## config.mk

```make
export PLATFORM = sky130hd
export DESIGN_NAME = bomba_sequenciador
export DESIGN_NICKNAME = d
export VERILOG_FILES = /design/src/rtl/bomba_sequenciador.sv
export SDC_FILE = /design/constraint.sdc
export NUM_CORES = 1
export LEC_CHECK = 0
export BUFFER_PORTS_ARGS = -buffer_cell sky130_fd_sc_hd__buf_2
export CAP_MARGIN = 20
export CORE_ASPECT_RATIO = 1.25
export CORE_MARGIN = 5
export CORE_UTILIZATION = 40
export DETAILED_ROUTE_END_ITERATION = 8
export PLACE_DENSITY = 0.7
export SYNTH_ARGS = -nofsm -noshare
export SYNTH_HDL_FRONTEND = slang
export SYNTH_SLANG_ARGS = --single-unit
```

## constraint.sdc

```tcl
create_clock -name CLOCK -period 2.7 [get_ports CLOCK]
set_input_delay 0.135 -clock CLOCK [delete_from_list [all_inputs] [get_ports CLOCK]]
set_output_delay 0.135 -clock CLOCK [all_outputs]
set_load 0.1 [all_outputs]
```

## src/rtl/bomba_sequenciador.sv

```systemverilog
// bomba_sequenciador: display controller for the bomb timer.
// Selects which source drives HEX/LEDR: the countdown timer while armed,
// the explosion animation (stepped through EXPL_STEP by a prescaler),
// a final pattern once the animation is over, or the frozen timer value
// after a defuse. All outputs are registered.
// Optional feature macro: BOMBA_PISCA_FINAL_EN (blinking final pattern).
module bomba_sequenciador #(
  parameter int CLK_HZ   = 50_000_000,
  parameter int STEP_HZ  = 8,
  parameter int N_CICLOS = 16
) (
  input  logic        CLOCK,
  input  logic        RESET,
  input  logic        TEMPO_ACABOU,
  input  logic        DESARMAR,
  input  logic [55:0] TIMER_HEX,
  input  logic [55:0] EXPL_HEX,
  input  logic [17:0] EXPL_LEDR,
  output logic        EXPL_STEP,
  output logic [55:0] HEX,
  output logic [17:0] LEDR,
  output logic [1:0]  ESTADO
);

  localparam int DIV = CLK_HZ / STEP_HZ;
  localparam int PW  = (DIV > 2) ? $clog2(DIV) : 1;
  localparam int CW  = (N_CICLOS > 1) ? $clog2(N_CICLOS + 1) : 1;

  localparam logic [PW-1:0] PRESC_MAX = PW'(DIV - 1);
  localparam logic [CW-1:0] CNT_LAST  = CW'(N_CICLOS - 1);

  typedef enum logic [1:0] {
    ARMADO     = 2'b00,
    EXPLODINDO = 2'b01,
    FIM        = 2'b10,
    DESARMADO  = 2'b11
  } estado_t;

  estado_t       estado;
  logic [PW-1:0] presc;
  logic [CW-1:0] cnt;
  logic [55:0]   timer_lat;
  logic          presc_wrap;
`ifdef BOMBA_PISCA_FINAL_EN
  logic          fase;
`endif

  assign ESTADO     = estado;
  assign presc_wrap = (presc == PRESC_MAX);

  // Segment pattern shown while the final phase is "lit": everything on.
  function automatic logic [55:0] hex_final(input logic apagado);
    hex_final = apagado ? '1 : '0;
  endfunction

  function automatic logic [17:0] ledr_final(input logic apagado);
    ledr_final = apagado ? '0 : '1;
  endfunction

  // Sequencer: state, prescaler, step counter and registered pin outputs.
  always_ff @(posedge CLOCK) begin
    if (RESET) begin
      estado    <= ARMADO;
      HEX       <= '1;
      LEDR      <= '0;
      EXPL_STEP <= 1'b0;
      presc     <= '0;
      cnt       <= '0;
      timer_lat <= '1;
`ifdef BOMBA_PISCA_FINAL_EN
      fase      <= 1'b0;
`endif
    end else begin
      case (estado)
        ARMADO: begin
          HEX       <= TIMER_HEX;
          LEDR      <= '0;
          timer_lat <= TIMER_HEX;
          EXPL_STEP <= 1'b0;
          // Expiry takes priority over a simultaneous defuse request.
          if (TEMPO_ACABOU) begin
            estado <= EXPLODINDO;
            presc  <= '0;
            cnt    <= '0;
          end else if (DESARMAR) begin
            estado <= DESARMADO;
          end
        end

        EXPLODINDO: begin
          HEX  <= EXPL_HEX;
          LEDR <= EXPL_LEDR;
          if (presc_wrap) begin
            // The pulse is registered, so it appears DIV cycles after entry.
            presc     <= '0;
            EXPL_STEP <= 1'b1;
            cnt       <= cnt + CW'(1);
            if (cnt == CNT_LAST) begin
              estado <= FIM;
`ifdef BOMBA_PISCA_FINAL_EN
              fase   <= 1'b0;
`endif
            end
          end else begin
            presc     <= presc + PW'(1);
            EXPL_STEP <= 1'b0;
          end
        end

        FIM: begin
          EXPL_STEP <= 1'b0;
          presc     <= presc_wrap ? '0 : presc + PW'(1);
`ifdef BOMBA_PISCA_FINAL_EN
          HEX  <= hex_final(fase);
          LEDR <= ledr_final(fase);
          if (presc_wrap) begin
            fase <= ~fase;
          end
`else
          HEX  <= hex_final(1'b0);
          LEDR <= ledr_final(1'b0);
`endif
        end

        default: begin
          // Defused: show the timer value frozen at the moment of defuse.
          EXPL_STEP <= 1'b0;
          HEX       <= timer_lat;
          LEDR      <= '0;
        end
      endcase
    end
  end

endmodule

```

==> impl_results.md <==
- Status: finished clean
- Largest net degree at the start of global routing: 169
- Clock share of power: 0.228
- Final Total Pwr: 10.2 mW
- Fin crit period: 2.48 ns
- Area Growth Syn to Fin: 38.4%
- Post-Place Cells: 1152
- RSZ-0062 raised after global routing: false
- Rows: 53
- Post-DRT Antenna Nets: 0
- CP Max Fanout: 22
- Cts hold-fix bufs: 82
- Worst min path class: input port to flip-flop
- Non-filler instance count after layout: 1267
- Layout fillers: 1493
- CORE AREA: 16700 um2
- Fmax: 404 MHz
- Detailed Place HPWL: 12.1 mm
- Vias per cell: 5.25
- Total CTS buffers: 17
- Max incr delay on CP: 0.65 ns
- CP Capture Type: flip-flop
- DR vias: 6655
- H-tree depth: 4
- Starting Density: 0.405
- PwrDens: 1090 nW/um2
- Switching Share: 0.467
- Mapped Nets: 920
- Avg WL per Cell: 15.5 um
- CTS root buf: clkbuf_16
- Vias in the first global route: 6334
- Lkg Pwr: 4.05 nW
- Final setup violation count: 0
- Initial antenna violation count: 1
- Top_reg_cell synth: dfxtp_1
- CP Launch Type: flip-flop
- Gr ovfl total: 0
- Net switching power: 4.74 mW
- Max IR drop VDD: 0.825 mV
- Worst-skew pair later-pin latency: 0.41 ns
- Yosys reg bits: 161
- Final hold slack: 0.0227 ns
- DRT iter0 DRCs: 481
- Clock transition at path regs: 0.06 ns
- Synth Warn #: 0
- DRC violations left: 0
- Worst EP required: 3.02 ns
- Cell variety after synth: 49
- Internal cell power: 5.42 mW
- Most common cell after layout, fill and taps aside: buf_2
- CTS tree: done
- Max Cap Viol: 0
- Clock Path Buffers: 2
- Setup Buffers After CTS: 0
- Drt first pass iters: 5
- Routability-driven placement congestion ratio: 0.833
- Drt total wl: 19.6 mm
- Hold Vio Cnt, Final: 0
- Port bufs: 210
- Clock sinks: 161
- Seq/Total Area, Yosys: 0.476
- Part of the power in registers: 0.304
- Post-synth ARST share: 0
- Worst Setup Path Type: flip-flop to flip-flop
- Final Cycle Share: 0.917
- Die area: 19600 um2
- First-pass GRT wire length: 31.5 mm
- Max-slew headroom: 0.407
- Post-Syn Area: 6770 um2
- Io pins: 211
- Mapped Cells: 779
- Layout Skew: 0.00926 ns
- Max Transition Viols Final: 0
- Logic pwr share: 0.468
- Nets: 1174
- Fin util: 0.560
- Die H: 155 um
- Total GRT Usage: 0.192
- Slew @ Worst Pin: 0.890 ns
- Post-synth EDFFs: 0
- # resized after CTS: 0
- Crit-path cells: ha_1 > nand3_2 > or4_4 > o31a_1 > or4b_2 > a31oi_1
- Share of cells above drive strength 1: 0.296
- Critical Path Slowest Stage Cell: o31a_1
- Post-Synthesis Mean Instance Area: 8.69 um2
- Data arrival, critical path: 2.80 ns
- Die Width: 126 um
- Post-Route Setup TNS: 0 ns
- Most frequent cells in the layout: buf_2, dfxtp_1, a21oi_1, dlygate4sd3_1, a221oi_1
==> routing by layer <==
| metal | GRT usage | share of wire | vias to the layer above |
|---|---|---|---|
| met1 | 0.231 | 0.41 | 3125 |
| met5 | 0 | 0 | - |
| met4 | 0.0858 | 0.028 | 0 |
| met3 | 0.0409 | 0.052 | 41 |
| met2 | 0.329 | 0.51 | 197 |
| li1 | - | - | 3292 |
==> cells by family after synthesis <==
family                     count (synthesis)  synth area share
and+or+nand+nor                          218             0.180
adders and majority gates                  7            0.0129
buffers and inverters                    115            0.0641
xor gates and xnor gates                   5           0.00647
AOI/OAI and AO/OA                        269             0.254
DFF                                      161             0.476
muxes                                      4           0.00647
==> worst max-delay path, delay by kind of cell (launching register included) <==
family                   cells  cell delay [ns]
adder cells (fa/ha/maj)      1             0.27
AO/OA/AOI/OAI                2             0.84
AND/OR/NAND/NOR              3             0.92
flip-flops                   1             0.35
==> power by group through the flow <==
stage / Combinational [mW] / Clock (mW) / Sequential [mW]
2_1_floorplan: 1.76 / 0 / 5.16
3_3_place_gp: 4.60 / 0 / 3.13
3_5_place_dp: 4.64 / 0 / 3.14
4_1_cts: 4.74 / 2.37 / 3.09
5_1_grt: 5.07 / 2.46 / 3.14
6_report: 4.76 / 2.31 / 3.09
==> worst paths after layout <==
| kind | startpoint | cells past startpoint | slack [ns] | end |
|---|---|---|---|---|
| worst max-delay path | presc[0] | 6 | 0.22 | presc[11] |
| worst min-delay path | EXPL_HEX[53] | 3 | 0.02 | HEX[53] |
| worst max register to register | presc[0] | 6 | 0.22 | presc[11] |
| worst min register to register | timer_lat[21] | 2 | 0.46 | timer_lat[21] |
==> per-stage QoR <==
step | instance area, um2 | setup slack [ns]
3_3_place_gp | 7970 | 0.312
5_1_grt | 9370 | 0.0999
4_1_cts | 9360 | 0.244
3_5_place_dp | 7970 | 0.263
2_1_floorplan | 6770 | 0.283
6_report | 9370 | 0.225
==> cell type report <==
class | instances | area, um2 | share of cell area
inverters | 48 | 180 | 0.0192
diodes | 1 | 2.50 | 0.000267
flip-flops and latches | 161 | 3230 | 0.344
multi-input cells | 503 | 3140 | 0.335
repair buffers | 302 | 1970 | 0.211
clock buffers | 19 | 443 | 0.0473
well taps | 220 | 275 | 0.0294
clock inverters | 13 | 128 | 0.0136
==> registers in the layout, indices dropped and copies added, names as in the netlist <==
name       flops
HEX           56
timer_lat     56
presc         23
LEDR          18
cnt            5
ESTADO         2
EXPL_STEP      1
==> cells in the mapped netlist (2+ instances only) <==
cell,instances,area share
inv_1,48,0.027
or2_2,40,0.037
or3_1,4,0.0037
nor2_1,37,0.021
nand3_1,23,0.017
a32oi_1,2,0.0026
buf_1,14,0.0078
o21ai_0,46,0.034
xnor2_1,4,0.0052
a221oi_1,56,0.072
a22oi_1,2,0.0022
mux2_2,3,0.0050
nor2b_1,37,0.034
nand3b_1,2,0.0022
nor4_1,5,0.0046
or4_1,2,0.0022
nand4_1,7,0.0065
and2_1,3,0.0028
o31a_2,2,0.0030
clkbuf_1,51,0.028
a31oi_1,13,0.012
nand2_1,26,0.014
nand2b_1,5,0.0046
and4b_1,2,0.0030
a21oi_1,108,0.080
ha_1,7,0.013
nor3_1,8,0.0059
dfxtp_1,161,0.48
and3_1,6,0.0055
a211o_1,17,0.022
o21bai_1,18,0.020
or4b_2,3,0.0044
(Power assumes the default switching activity.)
